## src/rtl/vga_rx_monitor.sv

```systemverilog
// 640x480 VGA receive monitor: sync-edge coordinate recovery, timing lock and pixel capture.
// Optional per-frame pixel signature is enabled by defining VGA_RX_CRC_EN.
module vga_rx_monitor #(
   parameter int H_DISP      = 640,
   parameter int H_FP        = 16,
   parameter int H_SYNC      = 96,
   parameter int H_BP        = 48,
   parameter int V_DISP      = 480,
   parameter int V_FP        = 10,
   parameter int V_SYNC      = 2,
   parameter int V_BP        = 33,
   parameter int LOCK_FRAMES = 2
) (
   input  logic        clk,
   input  logic        reset_n,
   input  logic        p_tick,
   input  logic        hsync,
   input  logic        vsync,
   input  logic [2:0]  rgb,
   output logic        locked,
   output logic        pix_valid,
   output logic [9:0]  pix_x,
   output logic [9:0]  pix_y,
   output logic [2:0]  pix_rgb,
   output logic        frame_tick,
   output logic [7:0]  err_cnt,
   output logic [15:0] frame_crc
);

   localparam int H_TOTAL = H_DISP + H_FP + H_SYNC + H_BP;
   localparam int V_TOTAL = V_DISP + V_FP + V_SYNC + V_BP;
   localparam int H_SS    = H_DISP + H_FP;
   localparam int V_SS    = V_DISP + V_FP;
   localparam int LL_MAX  = 2 * H_TOTAL;
   localparam int LL_W    = $clog2(LL_MAX + 1);
   localparam int LN_W    = $clog2(V_TOTAL + 2);

   typedef enum logic [1:0] {HUNT, ACQ, LOCKED} state_t;

   state_t           r_state, w_state_nxt;
   logic [3:0]       r_good, w_good_nxt;
   logic             r_hsync_d, r_vsync_d;
   logic [9:0]       r_h_cnt, r_v_cnt;
   logic [LL_W-1:0]  r_line_len;
   logic [LN_W-1:0]  r_line_num;
   logic             r_h_armed, r_v_armed;
   logic [7:0]       r_err_cnt;
   logic             r_pix_valid, r_frame_tick;
   logic [9:0]       r_pix_x, r_pix_y;
   logic [2:0]       r_pix_rgb;

   logic w_hs_edge, w_vs_edge, w_h_wrap, w_active;
   logic w_h_err, w_v_err, w_timeout, w_err;
   logic w_err_inc, w_tick, w_hunt_entry, w_locked;

   assign w_hs_edge = p_tick & hsync & ~r_hsync_d;
   assign w_vs_edge = p_tick & vsync & ~r_vsync_d;
   assign w_h_wrap  = (r_h_cnt == 10'(H_TOTAL - 1));
   assign w_active  = (r_h_cnt < 10'(H_DISP)) && (r_v_cnt < 10'(V_DISP));
   assign w_h_err   = w_hs_edge & r_h_armed & (r_line_len != LL_W'(H_TOTAL));
   assign w_v_err   = w_vs_edge & r_v_armed & (r_line_num != LN_W'(V_TOTAL));
   // Fires only on the tick that brings line_len to saturation, so a stuck sync reports once.
   assign w_timeout = p_tick & ~w_hs_edge & (r_line_len == LL_W'(LL_MAX - 1));
   assign w_err     = w_h_err | w_v_err | w_timeout;
   assign w_locked  = (r_state == LOCKED);

   always_comb begin
      w_state_nxt = r_state;
      w_good_nxt  = r_good;
      w_err_inc   = 1'b0;
      w_tick      = 1'b0;
      case (r_state)
         HUNT: begin
            if (w_vs_edge) begin
               w_state_nxt = ACQ;
               w_good_nxt  = '0;
            end
         end
         ACQ: begin
            if (w_err) begin
               w_state_nxt = HUNT;
            end else if (w_vs_edge) begin
               w_good_nxt = r_good + 4'd1;
               if (r_good + 4'd1 == 4'(LOCK_FRAMES)) w_state_nxt = LOCKED;
            end
         end
         LOCKED: begin
            if (w_err) begin
               w_state_nxt = HUNT;
               w_err_inc   = 1'b1;
            end else if (w_vs_edge) begin
               w_tick = 1'b1;
            end
         end
         default: w_state_nxt = HUNT;
      endcase
   end

   assign w_hunt_entry = (w_state_nxt == HUNT) && (r_state != HUNT);

   always_ff @(posedge clk or negedge reset_n) begin
      if (!reset_n) begin
         r_state    <= HUNT;
         r_good     <= '0;
         r_hsync_d  <= 1'b0;
         r_vsync_d  <= 1'b0;
         r_h_cnt    <= '0;
         r_v_cnt    <= '0;
         r_line_len <= '0;
         r_line_num <= '0;
         r_h_armed  <= 1'b0;
         r_v_armed  <= 1'b0;
         r_err_cnt  <= '0;
      end else if (p_tick) begin
         r_state   <= w_state_nxt;
         r_good    <= w_good_nxt;
         r_hsync_d <= hsync;
         r_vsync_d <= vsync;

         if (w_hs_edge)     r_h_cnt <= 10'(H_SS + 1);
         else if (w_h_wrap) r_h_cnt <= '0;
         else               r_h_cnt <= r_h_cnt + 10'd1;

         if (w_vs_edge)
            r_v_cnt <= 10'(V_SS);
         else if (!w_hs_edge && w_h_wrap)
            r_v_cnt <= (r_v_cnt == 10'(V_TOTAL - 1)) ? '0 : r_v_cnt + 10'd1;

         if (w_hs_edge)                        r_line_len <= LL_W'(1);
         else if (r_line_len != LL_W'(LL_MAX)) r_line_len <= r_line_len + LL_W'(1);

         if (w_vs_edge)
            r_line_num <= {{(LN_W-1){1'b0}}, w_hs_edge};
         else if (w_hs_edge && r_line_num != LN_W'(V_TOTAL + 1))
            r_line_num <= r_line_num + LN_W'(1);

         if (w_hunt_entry) begin
            r_h_armed <= 1'b0;
            r_v_armed <= 1'b0;
         end else begin
            if (w_hs_edge) r_h_armed <= 1'b1;
            if (w_vs_edge) r_v_armed <= 1'b1;
         end

         if (w_err_inc && r_err_cnt != 8'hFF) r_err_cnt <= r_err_cnt + 8'd1;
      end
   end

   always_ff @(posedge clk or negedge reset_n) begin
      if (!reset_n) begin
         r_pix_valid  <= 1'b0;
         r_frame_tick <= 1'b0;
         r_pix_x      <= '0;
         r_pix_y      <= '0;
         r_pix_rgb    <= '0;
      end else begin
         r_pix_valid  <= p_tick & w_locked & w_active;
         r_frame_tick <= w_tick;
         if (p_tick && w_locked && w_active) begin
            r_pix_x   <= r_h_cnt;
            r_pix_y   <= r_v_cnt;
            r_pix_rgb <= rgb;
         end
      end
   end

`ifdef VGA_RX_CRC_EN
   logic [15:0] r_crc, r_frame_crc;

   always_ff @(posedge clk or negedge reset_n) begin
      if (!reset_n) begin
         r_crc       <= '0;
         r_frame_crc <= '0;
      end else if (p_tick) begin
         if (w_vs_edge) begin
            r_frame_crc <= r_crc;
            r_crc       <= '0;
         end else if (w_active) begin
            r_crc <= {r_crc[14:0], r_crc[15]} ^ {13'b0, rgb};
         end
      end
   end

   assign frame_crc = r_frame_crc;
`else
   assign frame_crc = '0;
`endif

   assign locked     = w_locked;
   assign pix_valid  = r_pix_valid;
   assign pix_x      = r_pix_x;
   assign pix_y      = r_pix_y;
   assign pix_rgb    = r_pix_rgb;
   assign frame_tick = r_frame_tick;
   assign err_cnt    = r_err_cnt;

endmodule

```

## config.mk

```make
export PLATFORM = sky130hd
export DESIGN_NAME = vga_rx_monitor
export DESIGN_NICKNAME = d
export VERILOG_FILES = /design/src/rtl/vga_rx_monitor.sv
export SDC_FILE = /design/constraint.sdc
export NUM_CORES = 1
export LEC_CHECK = 0
export ABC_AREA = 1
export CORE_MARGIN = 2
export CORE_UTILIZATION = 43
export CTS_CLUSTER_SIZE = 12
export DETAILED_ROUTE_END_ITERATION = 10
export GPL_ROUTABILITY_DRIVEN = 0
export PLACE_DENSITY = 0.77
export SETUP_SLACK_MARGIN = 0.3
export SYNTH_ARGS = -nofsm -noshare
export SYNTH_HDL_FRONTEND = slang
export SYNTH_SLANG_ARGS = --single-unit
```

## constraint.sdc

```tcl
create_clock -name clk -period 2.23 [get_ports clk]
set_input_delay 0.3345 -clock clk [delete_from_list [all_inputs] [get_ports clk]]
set_output_delay 0.3345 -clock clk [all_outputs]
set_load 0.02 [all_outputs]
```

# == Word-level counts from Yosys, hierarchy flattened ==
# Index checks and enable logic that the tools add are counted.
# word_totals
latchBits,0
n_memories,0
input_bits,8
romBits,0
reg_bits,84
elab_cells,107
out_inout_bits,50
ramBits,0
# classes
n_div,0
n_reduce_logical,24
n_mul,0
n_eq_ne,14
add_sub_neg,6
order_cmp,2
muxes,28
shifts,0
n_bitwise,17
# ops
operator,n
2-to-1 mux 10 bit,7
"adder 10 x 1 -> 10 bit, second input constant",3
2-to-1 mux 11 bit,2
"equality test 10 bit, second input constant",2
"inequality test 10 bit, second input constant",2
nonzero test 2 bit,7
AND 1 bit,12
2-to-1 mux 4 bit,3
AND reduction 2 bit,6
"adder 11 x 1 -> 11 bit, second input constant",1
"equality test 11 bit, second input constant",1
"inequality test 11 x 10 -> 1 bit, second input constant",1
"inequality test 11 bit, second input constant",1
"less-than comparator 10 bit, second input constant",1
"less-than comparator 10 x 9 -> 1 bit, second input constant",1
2-to-1 mux 2 bit,5
2-to-1 mux 1 bit,9
"adder 8 x 1 -> 8 bit, second input constant",1
"inequality test 8 bit, second input constant",1
one-hot mux 4 bit (2 select lines),1
logical AND 1 bit,7
"inequality test 2 bit, second input constant",3
one-hot mux 2 bit (3 select lines),1
AND reduction 5 bit,1
8 further kinds,12

# == Depth between registers and ports, before layout ==
# depth
word_depth,12
depth_mapped,11
ltp_nobuf,11

# == Least setup slack after synthesis ==
# No wires, ideal clock.
# synth_path
path_type,reg2reg
from,reg r_line_len[0]
to,reg r_line_len[7]
arrival_ns,1.434
path_buffers,1
required_ns,2.107
setup_slack_ns,0.673
path_stages_with_launch,11
cell_sequence,dfrtp_1 > inv_1 > ha_1 > nand3_1 > nor3_2 > nand2_1 > nand2_2 > inv_2 > buf_2 > nand4_1 > o21ai_1
# synth_between
elab_chain_len,3
# synth_lines
element,line,rtl
"start, declared",44,logic [LL_W-1:0] r_line_len;
"start signal, assigned",130,else if (r_line_len != LL_W'(LL_MAX)) r_line_len <= r_line_len + LL_W'(1);
adder 11 x 1 -> 11 bit / inequality test 11 bit (equally long branches),130,
2-to-1 mux 11 bit / nonzero test 2 bit (equally long branches),-,
2-to-1 mux 11 bit / AND reduction 2 bit (equally long branches),-,
# Several ways; a longest one is shown, not always the timed one. The select of a mux whose other input is x is not followed.
# A chain may end at the register's enable or synchronous reset.

# == Worst setup path in the final report ==
# layout_path
from,"reg r_err_cnt[4], in the netlist err_cnt[4]"
to,out err_cnt[4]
# layout_lines
element,line,rtl
"start, declared",47,logic [7:0] r_err_cnt;
"start signal, assigned",145,if (w_err_inc && r_err_cnt != 8'hFF) r_err_cnt <= r_err_cnt + 8'd1;
"end, declared",26,"output logic [7:0] err_cnt,"
# No word-level cell between the ends.

==> out/results.txt <==
The flow ran to the end, but the final reports show violations. The checks that failed: negative hold slack. For this design the top-level I/O count stands at 58. The placed instances occupy a cell area of 5080 µm². The die covers 11400 µm². The power density of the placed cells is 701 nW/µm², and the time the worst path needs with I/O delays and setup is 1.79 ns. The filler cells instantiated in the layout total 952. The biggest cell delay along the critical path was 0.64 ns.

The post-synthesis async set-or-reset flop share works out to 100%. The critical path startpoint category was a register. In this run the worst path has a maximum fanout of 5. Counting flops with a built-in enable in the synthesized netlist gives 0.

The fmax was 0.558 GHz. Among all stages on the critical path, the largest delay is contributed by sky130_fd_sc_hd__clkdlybuf4s50_1. The floorplan step defined a core boundary enclosing 10300 µm².

For the number of buffers added by the clock tree synthesis step, the log shows 9. The run gives 2100 µm² as the register area. The main flop type after synthesis was sky130_fd_sc_hd__dfrtp_1. The number of buffers and inverters on the critical path is 1, and the remaining design rule violation count is 0. The initialized floorplan defines 37 standard-cell rows. The number of cells on the worst reg-to-reg path is 11.

Tracing the worst setup path back leads to its startpoint at err_cnt[4]$_DFFE_PN0P_. The run gives 0 as the initial antenna violation count. The first TritonRoute pass finished after 5 iterations.

The via count of the first global-routing pass was 3667. The top cell types in the final layout, fill and taps aside, are sky130_fd_sc_hd__nand2_1 (121), sky130_fd_sc_hd__dfrtp_1 (82), sky130_fd_sc_hd__inv_1 (61). The gate family responsible for the most delay along the worst path is buffers and inverters. The signal on the critical path passes through clkdlybuf4s50_1.

For this run the aggregate overflow at the end of global routing stands at 0. At the end of the flow, the number of nets in the layout was 617. For the final instance area, the log shows 5300 µm². Setup repair after global routing left no endpoint under its margin.

In this run the cell area of the synthesized design comes to 4550 µm². The library cell used most frequently in the layout, excluding fill and tap cells, is sky130_fd_sc_hd__nand2_1. Sequential elements use 46.2% of the synthesized area. The detailed router finished its first iteration with 239 violations.

The number of distinct standard cells referenced by the synthesized netlist was 37; the data required time of the critical path was 1.90 ns. The final worst clock skew is 0.0197 ns. The number of antenna diodes in the final layout is 0.

The sort of element at the end of the critical path is a primary output. The cell sitting at the root of the clock tree is a sky130_fd_sc_hd__clkbuf_8. VDD sags by at most 0.335 mV. Entering global routing, the biggest net connects 49 pins. Dividing the detail-routed via count by the number of cells gives 5.13.

In the final routed layout, each cell accounts on average for 13.0 µm. Final hold violation count: 30. The run gives 59.8% as the worst relative slew slack.

In this run the critical register-to-register path is launched from r_line_len[0]$_DFFE_PN0P_. In this run, post-CTS hold repair placed 0 buffers. The clock passes through at most 2 buffers.

Path class of the lowest-slack min-delay path: in -> async. The flip-flop and latch count after synthesis works out to 84. The critical path in this run is classified as reg -> out. The worst-margin pin slew was 0.604 ns.

The logs give 3 for the number of H-tree levels and 18.0% for the total global-route track usage. The total power draw was 3.71 mW. For this block, the routed nets add up to 9600 µm of wire.

For this design, the sink count on the clock tree is 84. The Yosys step of the flow raised 0 warnings. The clock reaches the later pin of the worst-skew pair after 0.36 ns. Measured along the x axis, the die boundary spans 107 µm. The worst-case hold slack was -0.0304 ns; the clock-pin transition on the worst setup and hold timing paths was 0.10 ns. The fraction of final layout cells with drive strength greater than 1 works out to 10.1%. The detail route stage leaves a number of antenna-violating nets equal to 0. The number of input and output port buffers inserted is 41. In the final timing run, aggregate negative setup slack is 0 ns. Relative to the synthesized area, the layout overhead comes to 16.4%.

The tools report the detailed placement HPWL as 6970 µm. The average instance in the mapped netlist occupies 8.31 µm². For this design the static power due to leakage is 2.48 nW. For the synthesized instance count, the log shows 547. The tools report the first-pass GRT wire length as 16600 µm. For the max-cap check violation count, the log shows 0. Setup violations remaining at the end of the flow were counted as 0. TritonCTS built the clock tree.

Once the floorplan was initialized, standard cells occupied 44.3% of the core. The die boundary height is 107 µm, and the final cycle utilization of the critical path is 80.3%. The number of cells on the critical path is 1.

The logs give 0 for the final-report max-slew violation count and 1.46 ns for the critical path arrival. The multi-input combinational cells in the finished layout cover a total of 2090 µm². The total number of vias is 3788.
synth_stat cells (7+ instances only):
library cell	instances	area share [%]
sky130_fd_sc_hd__o22ai_1	7	0.96
sky130_fd_sc_hd__ha_1	11	3.0
sky130_fd_sc_hd__dfrtp_1	84	46
sky130_fd_sc_hd__a21oi_1	11	1.2
sky130_fd_sc_hd__buf_4	17	2.8
sky130_fd_sc_hd__inv_1	61	5.0
sky130_fd_sc_hd__nor2_1	49	4.0
sky130_fd_sc_hd__nor3_1	17	1.9
sky130_fd_sc_hd__nand3_1	28	3.1
sky130_fd_sc_hd__xor2_1	23	4.4
sky130_fd_sc_hd__nand2_1	122	10
sky130_fd_sc_hd__o21ai_0	37	4.1
sky130_fd_sc_hd__nand4_1	17	2.3
sky130_fd_sc_hd__nor2_2	9	1.2
final cells by class:
class / instances / area share (%)
Clock buffer: 11 / 2.48
Clock inverter: 5 / 1.13
Inverter: 63 / 4.47
Multi-Input combinational cell: 388 / 39.5
Sequential cell: 84 / 39.7
Tap cell: 136 / 3.21
Timing Repair Buffer: 52 / 9.48
cells by family after synthesis:
kind of cell | after synthesis | synth area share (%)
AOI/OAI and AO/OA | 79 | 10.6
xor gates and xnor gates | 26 | 5.01
adders and majority gates | 11 | 3.03
buffers and inverters | 90 | 9.38
DFF | 84 | 46.2
other | 1 | 0.0825
and+or+nand+nor | 256 | 25.7
per-layer routing:
| layer | GRT usage, % | wire length (µm) | vias up |
|---|---|---|---|
| met1 | 22.8 | 4260 | 1786 |
| met5 | 0 | 0 | - |
| met2 | 30.4 | 4690 | 126 |
| met3 | 3.04 | 440 | 23 |
| met4 | 7.51 | 212 | 0 |
| li1 | - | - | 1853 |
stage by stage:
stage / setup slack, ns / std cells / utilization (%) / hold WS (ns)
floorplan: 0.673 / 562 / - / 0.0389
global placement: 0.178 / 722 / 49.4 / 0.390
detailed placement: 0.144 / 722 / 49.4 / 0.393
CTS: 0.392 / 738 / 51.3 / 0.00244
finish: 0.439 / 739 / 51.5 / -0.0304
global route: 0.307 / 739 / 51.5 / 0.0222
where the power goes:
group | internal (mW) | leakage, nW | switching, mW
registers | 1.69 | 1.08 | 0.183
logic | 0.281 | 1.30 | 0.484
clock network | 0.523 | 0.0939 | 0.555
registers in the layout (all words and copies together), names as in the netlist, 4 cells and up:
signal,cells
r_line_len,11
r_good,4
r_h_cnt,10
pix_y,10
r_v_cnt,10
pix_x,10
r_line_num,10
err_cnt,8
final timing paths:
kind                                        endpoint  slack (ns)
min reg2reg                   pix_rgb[0]$_DFFE_PN0P_        0.48
max reg2reg                r_line_len[3]$_DFFE_PN0P_        0.46
max                                       err_cnt[4]        0.44
max in group asynchronous     r_h_cnt[0]$_DFFE_PN0P_        1.52
min                           err_cnt[7]$_DFFE_PN0P_       -0.03
min in group clk              pix_rgb[0]$_DFFE_PN0P_        0.48
repair_timing:
action,in CTS,in global routing
setup endpoints to repair,1,17
resized for setup,1,6
setup buffers,0,1
pin swaps,0,1
Note: power is estimated with default switching activity, not from simulation.
